--- src/rtl/mux_arbiter.sv ---
// Two-requester round-robin arbiter that drives a shared bus through a 2:1 mux.
// The mux select (grant_b) and out_valid are decoded from the state register
// only, so neither depends combinationally on req_* or out_ready. The acks are
// the only outputs that combine state with out_ready.
//
// state | meaning
// ------+----------------------------------------------------------------
// IDLE  | no grant; bus idle, mux parked on the A path
// GNT_A | A path on the bus, waiting for out_ready to transfer A's word
// GNT_B | B path on the bus, waiting for out_ready to transfer B's word
//
// last  | most recently served requester (0 = A, 1 = B); resets to B so
//       | that A wins the first contested grant after reset.

module mux_arbiter #(
    parameter int WIDTH = 8
) (
    input  logic             clk,
    input  logic             rst_n,

    input  logic             req_a,
    input  logic [WIDTH-1:0] data_a,
    output logic             ack_a,

    input  logic             req_b,
    input  logic [WIDTH-1:0] data_b,
    output logic             ack_b,

    output logic             out_valid,
    input  logic             out_ready,
    output logic [WIDTH-1:0] out_data,
    output logic             grant_b
);

    typedef enum logic [1:0] {
        IDLE  = 2'd0,
        GNT_A = 2'd1,
        GNT_B = 2'd2
    } state_t;

    localparam logic LAST_A = 1'b0;
    localparam logic LAST_B = 1'b1;

    state_t state;
    logic   last;

    // Grant FSM and round-robin pointer; transfer takes priority over a
    // dropped request so a cycle that raised ack always updates last.
    always_ff @(posedge clk or negedge rst_n) begin
        if (!rst_n) begin
            state <= IDLE;
            last  <= LAST_B;
        end else begin
            case (state)
                IDLE: begin
                    if (req_a && req_b) begin
                        state <= (last == LAST_B) ? GNT_A : GNT_B;
                    end else if (req_a) begin
                        state <= GNT_A;
                    end else if (req_b) begin
                        state <= GNT_B;
                    end else begin
                        state <= IDLE;
                    end
                end

                GNT_A: begin
                    if (out_ready) begin
                        last <= LAST_A;
                        if (req_b) begin
                            state <= GNT_B;
                        end else if (req_a) begin
                            state <= GNT_A;
                        end else begin
                            state <= IDLE;
                        end
                    end else if (!req_a) begin
                        // Requester withdrew before transfer: abandon, keep last.
                        state <= IDLE;
                    end else begin
                        state <= GNT_A;
                    end
                end

                GNT_B: begin
                    if (out_ready) begin
                        last <= LAST_B;
                        if (req_a) begin
                            state <= GNT_A;
                        end else if (req_b) begin
                            state <= GNT_B;
                        end else begin
                            state <= IDLE;
                        end
                    end else if (!req_b) begin
                        state <= IDLE;
                    end else begin
                        state <= GNT_B;
                    end
                end

                default: begin
                    state <= IDLE;
                end
            endcase
        end
    end

    // Select and valid come straight from the state register.
    assign grant_b   = (state == GNT_B);
    assign out_valid = (state == GNT_A) || (state == GNT_B);

    // Datapath mux; in IDLE the select is 0 so the bus mirrors data_a.
    assign out_data  = grant_b ? data_b : data_a;

    // Acks mark the transfer cycle of the granted path; states are exclusive.
    assign ack_a     = (state == GNT_A) && out_ready;
    assign ack_b     = (state == GNT_B) && out_ready;

endmodule
--- config.mk ---
export PLATFORM = sky130hd
export DESIGN_NAME = mux_arbiter
export DESIGN_NICKNAME = d
export VERILOG_FILES = /design/src/rtl/mux_arbiter.sv
export SDC_FILE = /design/constraint.sdc
export NUM_CORES = 1
export LEC_CHECK = 0
export BUFFER_PORTS_ARGS = -buffer_cell sky130_fd_sc_hd__buf_4
export CORE_AREA = 2 2 39 41
export CTS_CLUSTER_SIZE = 10
export DETAILED_ROUTE_END_ITERATION = 10
export DIE_AREA = 0 0 41 43
export SLEW_MARGIN = 5
export SYNTH_ARGS = -nofsm -noshare
export SYNTH_HDL_FRONTEND = slang
export SYNTH_SLANG_ARGS = --single-unit
--- constraint.sdc ---
create_clock -name clk -period 2.7 [get_ports clk]
set_clock_uncertainty 0.1 [all_clocks]
set_input_delay 0.405 -clock clk [delete_from_list [all_inputs] [get_ports clk]]
set_output_delay 0.405 -clock clk [all_outputs]
set_load 0.005 [all_outputs]
# After elaboration in Yosys (flattened, before gate mapping)
# Index checks and enable logic that the tools add are counted.
# classes
n_eq_ne,4
mux,13
reduce_logical,7
# ops
operator,count
$mux W2,7
$mux W8,1
$pmux W2 S3,1
$ne A2 B2 Y1 const B,2
$logic_and A1 B1 Y1,3
$mux W1,3
$reduce_and A3 Y1,1
$eq A2 B1 Y1 const B,1
$eq A2 B2 Y1 const B,1
$logic_not A2 Y1,1
$pmux W1 S2,1
$reduce_bool A2 Y1,1
$logic_or A1 B1 Y1,1
# totals
reg_bits,3
output_inout_bits,12
word_cells,26

# Longest topological paths before layout
# logic_depth
word_depth,4
ltp_mapped,5
mapped_depth_nobuf,5

# Worst setup path before layout
# OpenSTA, ideal clock, no wires.
# synth_path
path_type,register to output
from,register state[0]
to,output out_data[0]
t_arrival_ns,1.136
t_required_ns,2.195
setup_slack_ns,1.059
stages_incl_launch_ff,5
cell_sequence,dfrtp_1 -> inv_1 -> ha_1 -> buf_6 -> mux2_2
# synth_via
elab_chain_len,2
# synth_lines
item,line_no,rtl
start: declaration,44,state_t state;
start signal: assignment,57,state <= (last == LAST_B) ? GNT_A : GNT_B;
$eq A2 B2 Y1,110,assign grant_b = (state == GNT_B);
via grant_b,32,output logic grant_b
$mux W8,114,assign out_data = grant_b ? data_b : data_a;
end: declaration,31,"output logic [WIDTH-1:0] out_data,"
# The timed path passes the listed nets, and every way through them passes these cells.

# Final worst setup path
# layout_path
from,register state[0]
to,output out_data[5]
# layout_via
elab_chain_len,2
# layout_lines
item,line_no
$eq A2 B2 Y1,110
$mux W8,114
# Every way passes these cells.

==> impl.org <==
** Run status
- Run status :: complete, no violations

** Floorplan
- The initial utilization of the core area, before any placement, comes to 23.96%.
- Cell row count :: 14
- 33 I/O pins were placed.
- In this run the vertical extent of the chip is 43 um.
- Measured along the x axis, the die boundary spans 41 um.
- The floorplan step defined a die boundary enclosing 1763 um2.
- Floorplan core area :: 1384 um2

** CTS
- In this run the number of H-tree levels came out at 1.
- Clock buffer count from CTS :: 3
- Clock-pin slew was measured on the worst setup and hold paths at 0.04 ns.
- For this design, the sink count on the clock tree is 3.
- Once the clock tree was built, the resizer swapped 0 gates to a different size.
- TritonCTS clock tree :: done
- The clock passes through at most 2 buffers.
- Clock root buffer :: sky130_fd_sc_hd__clkbuf_4
- The clock reaches the later pin of the worst-skew pair after 0.22 ns.

** GRT
- The number of global-route vias before repair is 360.
- For this run, the total global-route usage over all layers was measured as 10.06%.
- Initial antenna violation count :: 0
- Entering global routing, the biggest net connects 13 pins.
- The total overflow left after global routing is 0.
- Wire length of the first global-routing pass :: 1262 um

** Power and ir drop
- Highest ir drop seen on vdd :: 0.3143 mV
- Leakage :: 0.3257 nW
- In this run the power density over the cells is 834.7 nW/um2.

** Synthesis
- Yosys mapped the design onto 17 distinct sky130hd cell types.
- The synthesized netlist occupies a cell area of 331.6 um2.
- Per-instance average area after synthesis :: 10.70 um2
- Post-Syn Nets :: 56
- Number of standard cells after synthesis :: 31
- In this run the biggest area consumer among cell types represents 23.77% of the synthesized area.
- Number of warnings printed during yosys synthesis :: 0
- Counting flops and latches in the post-synthesis netlist gives 3.
- Register area share after synthesis :: 23.02%
- After synthesis, the cell types taking the most area are sky130_fd_sc_hd__mux2_2 24%, sky130_fd_sc_hd__dfrtp_1 15%, sky130_fd_sc_hd__ha_1 15%.
- Largest area contributor in the netlist :: sky130_fd_sc_hd__mux2_2

** Layout
- From synthesis to final layout, the design area changed by 86.04%.
- 0 antenna diodes ended up in the layout.
- The layout has 139 filler cells.
- In the final design database the tool counted 93 nets.
- Seq. cell area :: 76.32 um2
- Cells fill 44.57% of the core in the end.
- Fraction of final layout cells sized beyond drive strength 1 :: 67.16%
- In the final layout, the multi-input gates occupy 225.2 um2.

** Worst setup path
- Following the worst setup path forward leads to its endpoint at out_data[5].
- Cell chain of the critical path :: inv_1, ha_1, mux2_2, buf_4
- CP Capture Type :: output pin
- The worst register-to-register path ends at state[1].
- Worst setup path startpoint :: state[0]
- The slowest stage of the critical path belongs to the cell sky130_fd_sc_hd__ha_1.
- Arrival time worst endpoint :: 1.68 ns
- Cell type group with the largest total delay on the critical path :: adder cells
- Register-to-Register Setup Slack :: 1.13 ns
- Slowest Stage Delay on Critical Path :: 0.46 ns
- For the worst flop-to-flop path, the logic depth is 4.
- Type of the setup path with the least slack :: reg -> out
- Category of the worst setup path launch point :: flop
- Highest net fanout along the worst path :: 12
- Startpoint of the lowest-slack register-to-register path :: state[0]
- Number of buffer and inverter instances along the worst setup path :: 2
- CP Depth :: 4
- Data on the critical path is required at its endpoint by 2.19 ns.

** Drt
- DR vias :: 369
- In the final routed layout, each cell accounts on average for 9.964 um.
- After detailed routing, the number of remaining DRC violations is 0.
- Number of design-rule violations left by the first detailed-router iteration :: 3
- Total wire length :: 827 um
- In this run the remaining antenna-violating nets after routing total 0.
- Number of iterations in the first detailed-routing pass :: 2
- In the routed layout, each cell is associated on average with a via count of 4.446.

** STA
- Worst setup slack after layout :: 0.5128 ns
- Final worst path period need :: 2.187 ns
- In this run the tightest slew margin relative to its limit is 68.06%.
- Setup violations remaining at the end of the flow were counted as 0.
- Slew at the pin closest to its max-slew limit :: 0.4791 ns
- Tightest hold margin :: 0.3311 ns
- Hold Fails Final Rpt :: 0
- RSZ-0062 raised after global routing :: false
- Setup TNS after final layout :: 0 ns
- The final max-slew violation count is 0.
- Max Freq :: 457.2 MHz
- Of the available clock period, the critical path in the final layout requires 81.01%.

** Placed design
- Dpl ws :: 0.7362 ns
- IO buf count :: 32
- The congestion estimate from routability-driven global placement came to 0.6529.

** Hold path
- The worst hold path belongs to the class in -> reg.

** Job
- Across the run, the number of max-cap violations was 0.
-- report_power, final --
part	total, W	internal [W]	switching (W)
registers	0.0000953	0.0000744	0.0000209
logic	0.000344	0.000208	0.000136
clock network	0.0000757	0.0000552	0.0000204
total	0.000515	0.000338	0.000177
-- per-stage QoR --
step | instances | total power, W | cell area [um2]
CTS | 83 | 0.0005248 | 616.8
finish | 83 | 0.0005149 | 616.8
global route | 83 | 0.0005580 | 616.8
global placement | 78 | 0.0004438 | 580.6
floorplan | 31 | 0.0003024 | 331.6
detailed placement | 78 | 0.0004411 | 580.6
-- flip-flops by register name (all words and copies together) (netlist names) --
| name | count |
|---|---|
| last | 1 |
| state | 2 |
-- Yosys cell counts --
master and n:
sky130_fd_sc_hd__mux2_2 7, sky130_fd_sc_hd__inv_1 5, sky130_fd_sc_hd__ha_1 4, sky130_fd_sc_hd__dfrtp_1 2, sky130_fd_sc_hd__a21boi_0 1, sky130_fd_sc_hd__a21boi_1 1, sky130_fd_sc_hd__a21o_1 1, sky130_fd_sc_hd__a22oi_2 1
sky130_fd_sc_hd__a311oi_2 1, sky130_fd_sc_hd__and2_1 1, sky130_fd_sc_hd__buf_6 1, sky130_fd_sc_hd__dfstp_2 1, sky130_fd_sc_hd__mux2_1 1, sky130_fd_sc_hd__nand2_1 1, sky130_fd_sc_hd__o21bai_1 1, sky130_fd_sc_hd__o311a_1 1
sky130_fd_sc_hd__or2b_1 1
-- cells in the final DEF, fill, tap and decap left out, drive strengths merged, types with 2 or more instances in the layout --
| master | netlist | final |
|---|---|---|
| mux2 | 8 | 8 |
| clkbuf | 0 | 4 |
| dfrtp | 2 | 2 |
| ha | 4 | 4 |
| a21boi | 2 | 2 |
| inv | 5 | 5 |
| buf | 1 | 32 |
-- worst register-to-register path: stages, from the launching register on --
cell	delay [ns]
sky130_fd_sc_hd__dfrtp_1	0.36
sky130_fd_sc_hd__inv_1	0.07
sky130_fd_sc_hd__ha_1	0.37
sky130_fd_sc_hd__a21boi_1	0.21
sky130_fd_sc_hd__o311a_1	0.35
-- metal layers --
| layer | vias up | track usage (%) | wire length [um] |
|---|---|---|---|
| met5 | - | 0 | 0 |
| met3 | 0 | 1.571 | 107 |
| met1 | 161 | 11.97 | 344 |
| met4 | 0 | 4.000 | 0 |
| li1 | 181 | - | - |
| met2 | 27 | 16.88 | 374 |
-- timing repair --
action | in CTS | in global routing
hold endpoints to repair | 2 | 0
hold buffers | 1 | 0
buffers inserted | 0 | 0
-- worst min-delay path by stage --
stage	endpoint	cells after the start	slack, ns	from
floorplan	state[0]	0	0.009	rst_n
global placement	state[1]	1	0.1	rst_n
detailed placement	state[0]	1	0.1	rst_n
CTS	state[0]	3	0.33	req_a
global route	state[1]	2	0.33	req_b
finish	state[0]	3	0.33	req_a
-- area by class of cell --
cell class | instances | share of cell area (%)
Timing Repair Buffer | 33 | 40.57
Multi-Input combinational cell | 22 | 36.51
Sequential cell | 3 | 12.37
Clock buffer | 4 | 4.260
Tap cell | 16 | 3.245
Inverter | 5 | 3.043
-- cells by family (layout without fill, tap and decap cells) --
| kind of cell | Yosys count | count (layout) | synth area share, % |
|---|---|---|---|
| adders and majority gates | 4 | 4 | 15.09 |
| muxes | 8 | 8 | 27.17 |
| DFF | 3 | 3 | 23.02 |
| AOI/OAI and AO/OA | 7 | 7 | 20.38 |
| buffers and inverters | 6 | 42 | 9.057 |
| and+or+nand+nor | 3 | 3 | 5.284 |
(Power assumes the default switching activity.)
